==> config.mk <==
export PLATFORM = sky130hd
export DESIGN_NAME = fetch_unit
export DESIGN_NICKNAME = d
export VERILOG_FILES = /design/src/rtl/riscv_pkg.sv /design/src/rtl/fetch_unit.sv
export SDC_FILE = /design/constraint.sdc
export NUM_CORES = 1
export LEC_CHECK = 0
export BUFFER_PORTS_ARGS = -buffer_cell sky130_fd_sc_hd__buf_4
export CAP_MARGIN = 15
export CORE_ASPECT_RATIO = 1.1
export CORE_UTILIZATION = 40
export CTS_CLUSTER_DIAMETER = 100
export CTS_CLUSTER_SIZE = 20
export DETAILED_ROUTE_END_ITERATION = 6
export PLACE_DENSITY = 0.76
export SLEW_MARGIN = 15
export SYNTH_ARGS = -nofsm -noshare
export SYNTH_HDL_FRONTEND = slang
export SYNTH_SLANG_ARGS = --single-unit
==> constraint.sdc <==
create_clock -name clk -period 2.4 [get_ports clk]
set_input_delay 0.12 -clock clk [delete_from_list [all_inputs] [get_ports clk]]
set_output_delay 0.12 -clock clk [all_outputs]
set_load 0.01 [all_outputs]
==> src/rtl/riscv_pkg.sv <==
// Shared types and constants for the RV32I core.
// Fetch-stage state encoding and inter-stage bundles live here.
package riscv_pkg;

  typedef enum logic [2:0] {
    BOOT,
    REQ,
    WAIT,
    HOLD,
    FAULT
  } fetch_state_t;

  localparam int INSTR_BYTES = 4;
  localparam logic [31:0] RESET_PC_DEFAULT = 32'h0000_0000;

  typedef struct packed {
    logic [31:0] pc;
    logic [31:0] instr;
  } if_id_t;

endpackage

==> src/rtl/fetch_unit.sv <==
// Instruction fetch stage: one outstanding imem request at a time,
// redirect handling with stale-response drop, sticky misalign fault.
module fetch_unit
  import riscv_pkg::*;
#(
  parameter logic [31:0] RESET_PC = RESET_PC_DEFAULT
) (
  input  logic        clk,
  input  logic        rst_n,
  output logic        imem_req_valid,
  input  logic        imem_req_ready,
  output logic [31:0] imem_addr,
  input  logic        imem_rsp_valid,
  input  logic [31:0] imem_rsp_data,
  input  logic        redirect_valid,
  input  logic [31:0] redirect_pc,
  input  logic        stall,
  output logic        if_valid,
  output logic [31:0] if_pc,
  output logic [31:0] if_instr,
  output logic        fetch_fault,
  output logic [31:0] fault_pc
);

  if (RESET_PC[1:0] != 2'b00) begin : g_bad_reset_pc
    $error("fetch_unit: RESET_PC must be word-aligned");
  end

  fetch_state_t state, state_n;
  logic [31:0]  pc, pc_n;
  logic [31:0]  instr_q, instr_n;
  logic         drop, drop_n;
  logic         misalign;
  if_id_t       if_o;

  assign misalign = redirect_valid
                  && (redirect_pc[1:0] != 2'b00);

  always_comb begin
    state_n = state;
    pc_n    = pc;
    instr_n = instr_q;
    drop_n  = drop;
    unique case (state)
      BOOT: state_n = REQ;
      REQ: begin
        if (redirect_valid) begin
          pc_n = redirect_pc;
          if (imem_req_ready) begin
            state_n = WAIT;
            drop_n  = 1'b1;
          end
        end else if (imem_req_ready) begin
          state_n = WAIT;
          drop_n  = 1'b0;
        end
      end
      WAIT: begin
        if (imem_rsp_valid) begin
          if (drop || redirect_valid) begin
            drop_n  = 1'b0;
            state_n = REQ;
            if (redirect_valid) pc_n = redirect_pc;
          end else begin
            instr_n = imem_rsp_data;
            state_n = HOLD;
          end
        end else if (redirect_valid) begin
          pc_n   = redirect_pc;
          drop_n = 1'b1;
        end
      end
      HOLD: begin
        if (redirect_valid) begin
          pc_n    = redirect_pc;
          state_n = REQ;
        end else if (!stall) begin
          pc_n    = pc + 32'(INSTR_BYTES);
          state_n = REQ;
        end
      end
      FAULT: state_n = FAULT;
      default: state_n = FAULT;
    endcase
    // misaligned target wins over every per-state rule
    if (misalign && (state inside {REQ, WAIT, HOLD})) begin
      pc_n    = redirect_pc;
      state_n = FAULT;
    end
  end

  always_ff @(posedge clk or negedge rst_n) begin
    if (!rst_n) begin
      state   <= BOOT;
      pc      <= RESET_PC;
      instr_q <= '0;
      drop    <= 1'b0;
    end else begin
      state   <= state_n;
      pc      <= pc_n;
      instr_q <= instr_n;
      drop    <= drop_n;
    end
  end

  assign if_o           = '{pc: pc, instr: instr_q};
  assign imem_req_valid = (state == REQ);
  assign imem_addr      = pc;
  assign if_valid       = (state == HOLD);
  assign if_pc          = if_o.pc;
  assign if_instr       = if_o.instr;
  assign fetch_fault    = (state == FAULT);
  assign fault_pc       = fetch_fault ? pc : '0;

endmodule

=== After elaboration in Yosys (flattened, before gate mapping) ===
Index checks and enable logic that the tools add are counted.

* Input bits: 70
* Register bits: 68
* Output and inout bits: 131

* $add $sub $neg: 1
* Muxes and demuxes: 22
* Equality and inequality tests: 11
* Reduce and logical (&&, ||, !) cells: 12
* Bitwise operators: 1

{| class="wikitable"
|+ Operators by type and width
! operator !! count
|-
| 32-bit 2-to-1 mux || 7
|-
| 32-bit case mux with 3 select lines || 1
|-
| 32-bit by 3-bit adder with 32-bit output (second input constant) || 1
|-
| 3-bit 2-to-1 mux || 5
|-
| 3-bit case mux with 4 select lines || 1
|-
| 3-bit AND reduction || 3
|-
| 4-bit by 3-bit != test with 1-bit output (second input constant) || 2
|-
| 3-bit by 2-bit equality test with 1-bit output (second input constant) || 2
|-
| 1-bit 2-to-1 mux || 6
|-
| 3-bit != test (second input constant) || 2
|-
| 4-bit AND reduction || 1
|-
| 2-bit nonzero test || 2
|-
| 4-bit nonzero test || 1
|-
| 3-bit by 1-bit equality test with 1-bit output (second input constant) || 1
|-
| 3-bit equality test (second input constant) || 1
|-
| 3-bit zero test || 1
|-
| 3-bit by 1-bit != test with 1-bit output (second input constant) || 1
|-
| 3-bit by 2-bit != test with 1-bit output (second input constant) || 1
|-
| 3-bit nonzero test || 1
|-
| 1-bit logical AND || 2
|-
| 2-bit 2-to-1 mux || 1
|-
| 2-bit by 1-bit != test with 1-bit output (second input constant) || 1
|-
| 1-bit case mux with 2 select lines || 1
|-
| 1-bit logical OR || 1
|-
| 1-bit inverter || 1
|}

=== Depth between registers and ports, before layout ===
Gate-level depths: netlist of run 1.

* Depth after elaboration: 5
* Gate-level depth with buffers: 8

=== Worst setup path before layout of run 1 ===
OpenSTA, ideal clock, no wires.

* Kind: register -> register
* Start point: register pc[2] (netlist: if_pc[2])
* End point: register pc[24] (netlist: if_pc[24])
* Slack: 0.547 ns
* Data arrival time: 1.757 ns
* Clock period less this slack: 1.853 ns
* Cell stages (with the launch flop): 7
* Cell sequence: dfrtp_1 ha_1 nand2_1 or3_4 nor3_4 a211oi_1 nor4_2

* Longest elaborated chain between the ends: 5

{| class="wikitable"
|+ Ends and longest elaborated chain
! element !! RTL line !! RTL
|-
| start, declared || fetch_unit.sv:30 || <nowiki>logic [31:0] pc, pc_n;</nowiki>
|-
| start signal, assigned || fetch_unit.sv:100 || <nowiki>pc <= pc_n;</nowiki>
|-
| 32-bit by 3-bit adder with 32-bit output || fetch_unit.sv:78 || <nowiki>pc_n = pc + 32'(INSTR_BYTES);</nowiki>
|-
| 32-bit 2-to-1 mux || fetch_unit.sv:77 || <nowiki>end else if (!stall) begin</nowiki>
|-
| 32-bit 2-to-1 mux || fetch_unit.sv:74 || <nowiki>if (redirect_valid) begin</nowiki>
|-
| 32-bit case mux with 3 select lines || fetch_unit.sv:44 || <nowiki>unique case (state)</nowiki>
|-
| 32-bit 2-to-1 mux || fetch_unit.sv:86 || <nowiki>if (misalign && (state inside {REQ, WAIT, HOLD})) begin</nowiki>
|}

No other way between the ends. The select of a mux whose other input is x is not followed.
A chain may end at the register's enable or synchronous reset.

=== Final worst setup path of run 1 ===
Ends and elaborated chain as after synthesis.

==> impl_metrics.py, run 1 <==
metrics = {
    "yosys": {
        "netlist_area_mm2": 0.00402,
        "synth_cell_types": 63,
        "syn_inst": 414,
        "synth-seq-cells": 68,
        "yosys-top-cells-area": "dfrtp_1, mux2_2, buf_4, and2_1, a21oi_1",
        "avgSynthCellArea_um2": 9.70,
        "yosysTopAreaCellShare_pct": 42.4,
        "synth-edff-count": 0,
        "yosysTopAreaCell": "dfrtp_1",
        "async_flop_share_pct": 100,
        "yosysWarnings": 0,
        "synth-main-ff-cell": "dfrtp_1",
        "synthesis.nets": 485,
        "synth-seq-area-share_pct": 42.4,
    },
    "sta": {
        "finalClockSkew_ps": 9.24,
        "max_freq_ghz": 0.497,
        "period_share_pct": 83.9,
        "hold_viol": 0,
        "final_max_slew_viol_count": 0,
        "setup_violations": 0,
        "rsz0062_at_grt": "no",
        "worstMarginPinSlew_ps": 893,
        "setup_tns_ps": 0,
        "timing.hold.ws_ps": 15.2,
        "layout_min_cycle_time_ps": 2010,
        "slew_headroom_pct": 40.5,
    },
    "clock_tree": {
        "clockRootBuffer": "clkbuf_8",
        "clockBufferDepth": 2,
        "cts_sinks": 68,
        "cts_buffers": 9,
        "cts_tree": "built",
        "clkLatencyLatePin_ps": 350,
        "path_clk_slew_ps": 80,
        "ctsHtreeMaxLevel": 3,
    },
    "critical_path": {
        "cpPeakStageDelay_ps": 490,
        "cp_top_family": "simple AND/OR/NAND/NOR gates",
        "cp-start-kind": "register",
        "end_kind": "register",
        "reg2reg_from": "if_pc[2]",
        "worstPathArrival_ps": 2280,
        "r2r_setup_slack_ps": 390,
        "worstPathCellList": "ha_1, nand2_1, or3_4, nor3_4, a211oi_1, nor4_2",
        "reg2regPathDepth": 6,
        "slowest_stage": "dfrtp_1",
        "cp_max_fo": 8,
        "r2r_end": "if_pc[24]",
        "cp.required_ps": 2660,
        "path_class": "reg -> reg",
        "crit_start": "if_pc[2]",
        "path_buf_inv": 0,
    },
    "placed_design": {
        "io_buffers": 200,
        "gp_congestion": 0.854,
        "hpwl_mm": 8.34,
        "place_area_mm2": 0.00543,
    },
    "min_path": {
        "min_delay_path_depth": 3,
        "min_path_type": "in -> reg",
        "hp-start": "redirect_pc[23]",
        "holdPathEnd": "if_pc[23]",
    },
    "status": {
        "outcome": "finished clean",
    },
    "finish": {
        "fill_cells": 784,
        "antenna_cells": 0,
        "finish.instance_area_mm2": 0.00600,
        "final_util_pct": 61.2,
        "nets": 685,
        "mostFrequentLayoutCell": "buf_4",
        "syn_to_final_growth_pct": 49.3,
        "layout-drive-gt1-share_pct": 45.1,
        "most-common-layout-cells": "buf_4, dfrtp_1, and2_1, dlygate4sd3_1, mux2_2",
    },
    "pwr": {
        "p_per_area_mw_per_mm2": 1060,
        "leakagePower_nw": 2.92,
        "vdd_drop_max_v": 0.000496,
        "finalPower_w": 0.00637,
    },
    "floorplan": {
        "dieWidth_um": 97.6,
        "core_mm2": 0.00979,
        "start_util_pct": 41.0,
        "rows": 38,
        "ios": 201,
        "die_h_um": 107,
        "die-area_mm2": 0.0104,
    },
    "route": {
        "totalWireLength_mm": 12.0,
        "vias_per_cell": 5.31,
        "dr.pass1.iters": 4,
        "wl_per_cell_um": 16.3,
        "drt_iter0_markers": 138,
        "drc": 0,
        "vias": 3923,
        "detail-route-antenna-nets": 0,
    },
    "global_route": {
        "grt_pass1_wl_mm": 19.3,
        "grtUsageTotal_pct": 23.2,
        "grt_overflow_total": 0,
        "antenna_found_initial": 0,
        "grt_max_degree": 69,
        "grt_pass1_vias": 3982,
    },
    "job": {
        "drv_cap": 0,
    },
}
## metrics by stage
stage	setup slack, ps	cells
after floorplan	547	414
after global placement	464	688
after detailed placement	378	688
after CTS	359	739
after global routing	200	739
final	386	739
## timing repair
action	4_1_cts	5_1_grt
buffers inserted	0	0
endpoints found under the hold margin	102	0
gates resized for setup	0	0
hold buffers	35	0
## cell type report
class                   count  area, um2  share of cell area (%)
well taps                 120        150                    2.50
repair buffers            247       1950                    32.6
clock buffers              10        128                    2.13
clock inverters             6       88.8                    1.48
flip-flops and latches     68       1700                    28.4
inverters                   3       11.3                   0.188
multi-input cells         285       1960                    32.7
## how the worst max path moves through the flow
stage	to	slack, ps	depth (start not counted)
finish	if_pc[24]	390	6
global route	if_pc[24]	200	6
CTS	if_pc[24]	360	6
detailed placement	if_pc[24]	380	6
global placement	if_pc[24]	460	6
floorplan	if_pc[24]	550	6
## flip-flops by register name (all words and copies together) (netlist names)
| signal | flops |
|---|---|
| drop | 1 |
| if_instr | 32 |
| if_pc | 32 |
| state | 3 |
## per-layer routing
metal / GRT usage (%) / vias up / part of all wire (%)
li1: - / 1873 / -
met1: 26.9 / 1869 / 40
met2: 40.4 / 169 / 50
met3: 6.52 / 12 / 8.5
met4: 8.93 / 0 / 1.2
met5: 0 / - / 0
## cells by family after synthesis
group | Yosys count | synth area share [%]
and+or+nand+nor | 161 | 24.6
AOI/OAI and AO/OA | 86 | 13.5
DFF | 68 | 42.4
buffers and inverters | 61 | 8.97
muxes | 37 | 10.3
adders and majority gates | 1 | 0.311
## tightest hold or removal path, cell delays in order
cell	delay [ps]
buf_4	80
nand3_1	60
o211ai_1	70
## synthesized netlist by cell type, types with 6 or more instances
| master | count |
|---|---|
| nand4_1 | 7 |
| nand3_1 | 25 |
| and2_1 | 35 |
| buf_2 | 8 |
| clkbuf_1 | 14 |
| nor2_1 | 14 |
| buf_4 | 32 |
| o22ai_1 | 8 |
| nor3_1 | 7 |
| o21ai_0 | 16 |
| or3_1 | 6 |
| dfrtp_1 | 68 |
| mux2_2 | 34 |
| a21oi_1 | 29 |
| a2bb2oi_1 | 7 |
| nand2_1 | 25 |
## where the power goes
group          switching [W]  leakage [nW]  internal [W]
Sequential          0.000606         0.863       0.00150
Clock               0.000478         0.102      0.000585
Combinational        0.00142          1.95       0.00178
Total                0.00250          2.92       0.00386
Power figures use the tool's default switching activity.
==> run 2: changes to the inputs <==
PLACE_DENSITY = 0.79   (was 0.76)
clock period = 1.8 ns   (was 2.4 ns; I/O delays follow)
==> run 2 against run 1 <==
  * Via count rose by 6.5%
  * Non-clock buffer count is 55 higher
  * Die area is the same
  * Combinational power grew 86%
  * Clock skew is 1.7 ps lower
  * Clock power is 33% higher
  * Setup slack lost 370 ps
  * Global-route usage up 1.3 points
  * Total power increased by 54%
  * Critical endpoint is now if_pc[27]
  * Largest cell class is now buffers
  * Highest routed layer unchanged
==> impl_metrics.py, run 2 (synthesis gave the netlist of run 1 again) <==
metrics = {
    "status": {
        "outcome": "finished clean",
    },
    "critical_path": {
        "cp_max_fo": 6,
        "reg2reg_from": "if_pc[2]",
        "path_class": "reg -> reg",
        "cp-start-kind": "register",
        "cpPeakStageDelay_ps": 450,
        "end_kind": "register",
        "worstPathArrival_ps": 2010,
        "cp_top_family": "simple AND/OR/NAND/NOR gates",
        "r2r_end": "if_pc[27]",
        "cp.required_ps": 2030,
        "r2r_setup_slack_ps": 20,
        "slowest_stage": "o311ai_0",
        "path_buf_inv": 2,
        "reg2regPathDepth": 7,
        "worstPathCellList": "buf_6, nand3_4, nor3_4, nand2_4, buf_4, o311ai_0, nand3b_1",
    },
    "finish": {
        "mostFrequentLayoutCell": "buf_4",
        "nets": 740,
        "syn_to_final_growth_pct": 66.0,
        "final_util_pct": 68.1,
        "most-common-layout-cells": "buf_4, dfrtp_1, dlygate4sd3_1",
        "antenna_cells": 0,
        "layout-drive-gt1-share_pct": 52.5,
    },
    "route": {
        "dr.pass1.iters": 5,
        "vias_per_cell": 5.26,
        "detail-route-antenna-nets": 0,
        "drt_iter0_markers": 246,
        "drc": 0,
        "wl_per_cell_um": 16.8,
        "totalWireLength_mm": 13.3,
        "vias": 4177,
    },
    "pwr": {
        "p_seq_share_pct": 25.0,
        "vdd_drop_max_v": 0.000734,
        "combPwrFrac_pct": 60.7,
        "p_switching_w": 0.00370,
        "p_sw_share_pct": 37.7,
        "leakagePower_nw": 3.27,
        "p_per_area_mw_per_mm2": 1470,
        "clkPwrFrac_pct": 14.3,
        "p_int_w": 0.00611,
    },
    "sta": {
        "final_max_slew_viol_count": 0,
        "setup_ws_ps": 15.1,
        "hold_viol": 0,
        "period_share_pct": 99.2,
        "worstMarginPinSlew_ps": 477,
        "max_freq_ghz": 0.560,
        "rsz0062_at_grt": "yes",
        "setup_tns_ps": 0,
        "slew_headroom_pct": 68.2,
        "layout_min_cycle_time_ps": 1780,
        "finalClockSkew_ps": 7.50,
        "setup_violations": 0,
    },
    "clock_tree": {
        "cts_tree": "built",
        "cts_sinks": 68,
        "clockBufferDepth": 2,
        "cts_buffers": 9,
        "clkLatencyLatePin_ps": 360,
        "path_clk_slew_ps": 80,
        "clockRootBuffer": "clkbuf_8",
        "ctsHtreeMaxLevel": 3,
    },
    "floorplan": {
        "die_h_um": 107,
        "start_util_pct": 41.0,
        "rows": 38,
        "die-area_mm2": 0.0104,
        "dieWidth_um": 97.6,
        "core_mm2": 0.00979,
        "ios": 201,
    },
    "global_route": {
        "grt_pass1_vias": 4215,
        "grt_max_degree": 41,
        "antenna_found_initial": 0,
        "grt_overflow_total": 0,
        "grt_pass1_wl_mm": 20.3,
        "grtUsageTotal_pct": 24.5,
    },
    "min_path": {
        "hp-start": "redirect_pc[7]",
        "holdPathEnd": "if_pc[7]",
        "min_delay_path_depth": 3,
        "min_path_type": "in -> reg",
    },
    "placed_design": {
        "dp_slack_ps": 39.1,
        "io_buffers": 200,
        "hpwl_mm": 8.61,
        "gp_congestion": 0.842,
    },
    "job": {
        "drv_cap": 0,
    },
}
-- run 2: cell types whose count changed in the layout (fill, tap and decap cells not counted), moves of 2 or more --
cell and change:
and2_1 -12, buf_6 +19, dfrtp_2 +2, buf_4 +25
and2_4 +12, buf_8 +2, dfrtp_1 -2, buf_12 +2
a211oi_1 -2, dlygate4sd3_1 +6, a211oi_2 +2
-- run 2: power by group through the flow --
stage / registers, W / logic (W) / clock network [W]
floorplan: 0.00281 / 0.00224 / 0
CTS: 0.00243 / 0.00519 / 0.00143
finish: 0.00245 / 0.00596 / 0.00141
global placement: 0.00242 / 0.00503 / 0
global route: 0.00252 / 0.00639 / 0.00150
detailed placement: 0.00245 / 0.00511 / 0
-- run 2: how the worst max path moves through the flow --
stage	start	to	slack (ps)	cells after the start
floorplan	if_pc[2]	if_pc[24]	10	6
global placement	if_pc[2]	if_pc[24]	100	6
detailed placement	if_pc[2]	if_pc[24]	40	6
CTS	state[0]	fault_pc[24]	9	5
global route	state[0]	if_pc[7]	-70	7
finish	if_pc[2]	if_pc[27]	20	7
-- run 2: per-stage QoR --
| step | hold WS, ps | cell area (um2) | cells | power, W |
|---|---|---|---|---|
| final | 19.2 | 6670 | 794 | 0.00981 |
| after global routing | 23.0 | 6670 | 794 | 0.0104 |
| after CTS | 3.46 | 6350 | 780 | 0.00905 |
| after detailed placement | 80.9 | 5720 | 723 | 0.00756 |
| after global placement | 81.9 | 5720 | 723 | 0.00745 |
| after floorplan | -206 | 4020 | 414 | 0.00505 |
-- run 2: what timing repair did --
item	CTS	global route
buffers inserted	0	11
hold buffers	41	0
gates resized for setup	0	58
endpoints found under the setup margin	0	35
hold endpoints to repair	74	0
-- run 2: layout make-up --
class                           instances  area, um2
Fill cell                             719       3130
Timing Repair Buffer                  302       2510
Multi-Input combinational cell        285       2080
Sequential cell                        68       1700
Tap cell                              120        150
Clock buffer                           10        128
Clock inverter                          6       88.8
Inverter                                3       11.3
-- run 2: routing by layer --
| metal | vias to the layer above | track usage (%) | part of all wire, % |
|---|---|---|---|
| met2 | 208 | 42.6 | 51 |
| met4 | 0 | 10.5 | 1.9 |
| li1 | 1974 | - | - |
| met1 | 1972 | 28.7 | 39 |
| met5 | - | 0 | 0 |
| met3 | 23 | 6.13 | 7.9 |
-- run 2: worst min-delay path: stages --
cell     delay, ps
buf_4           80
a21oi_1         50
o21ai_0        130
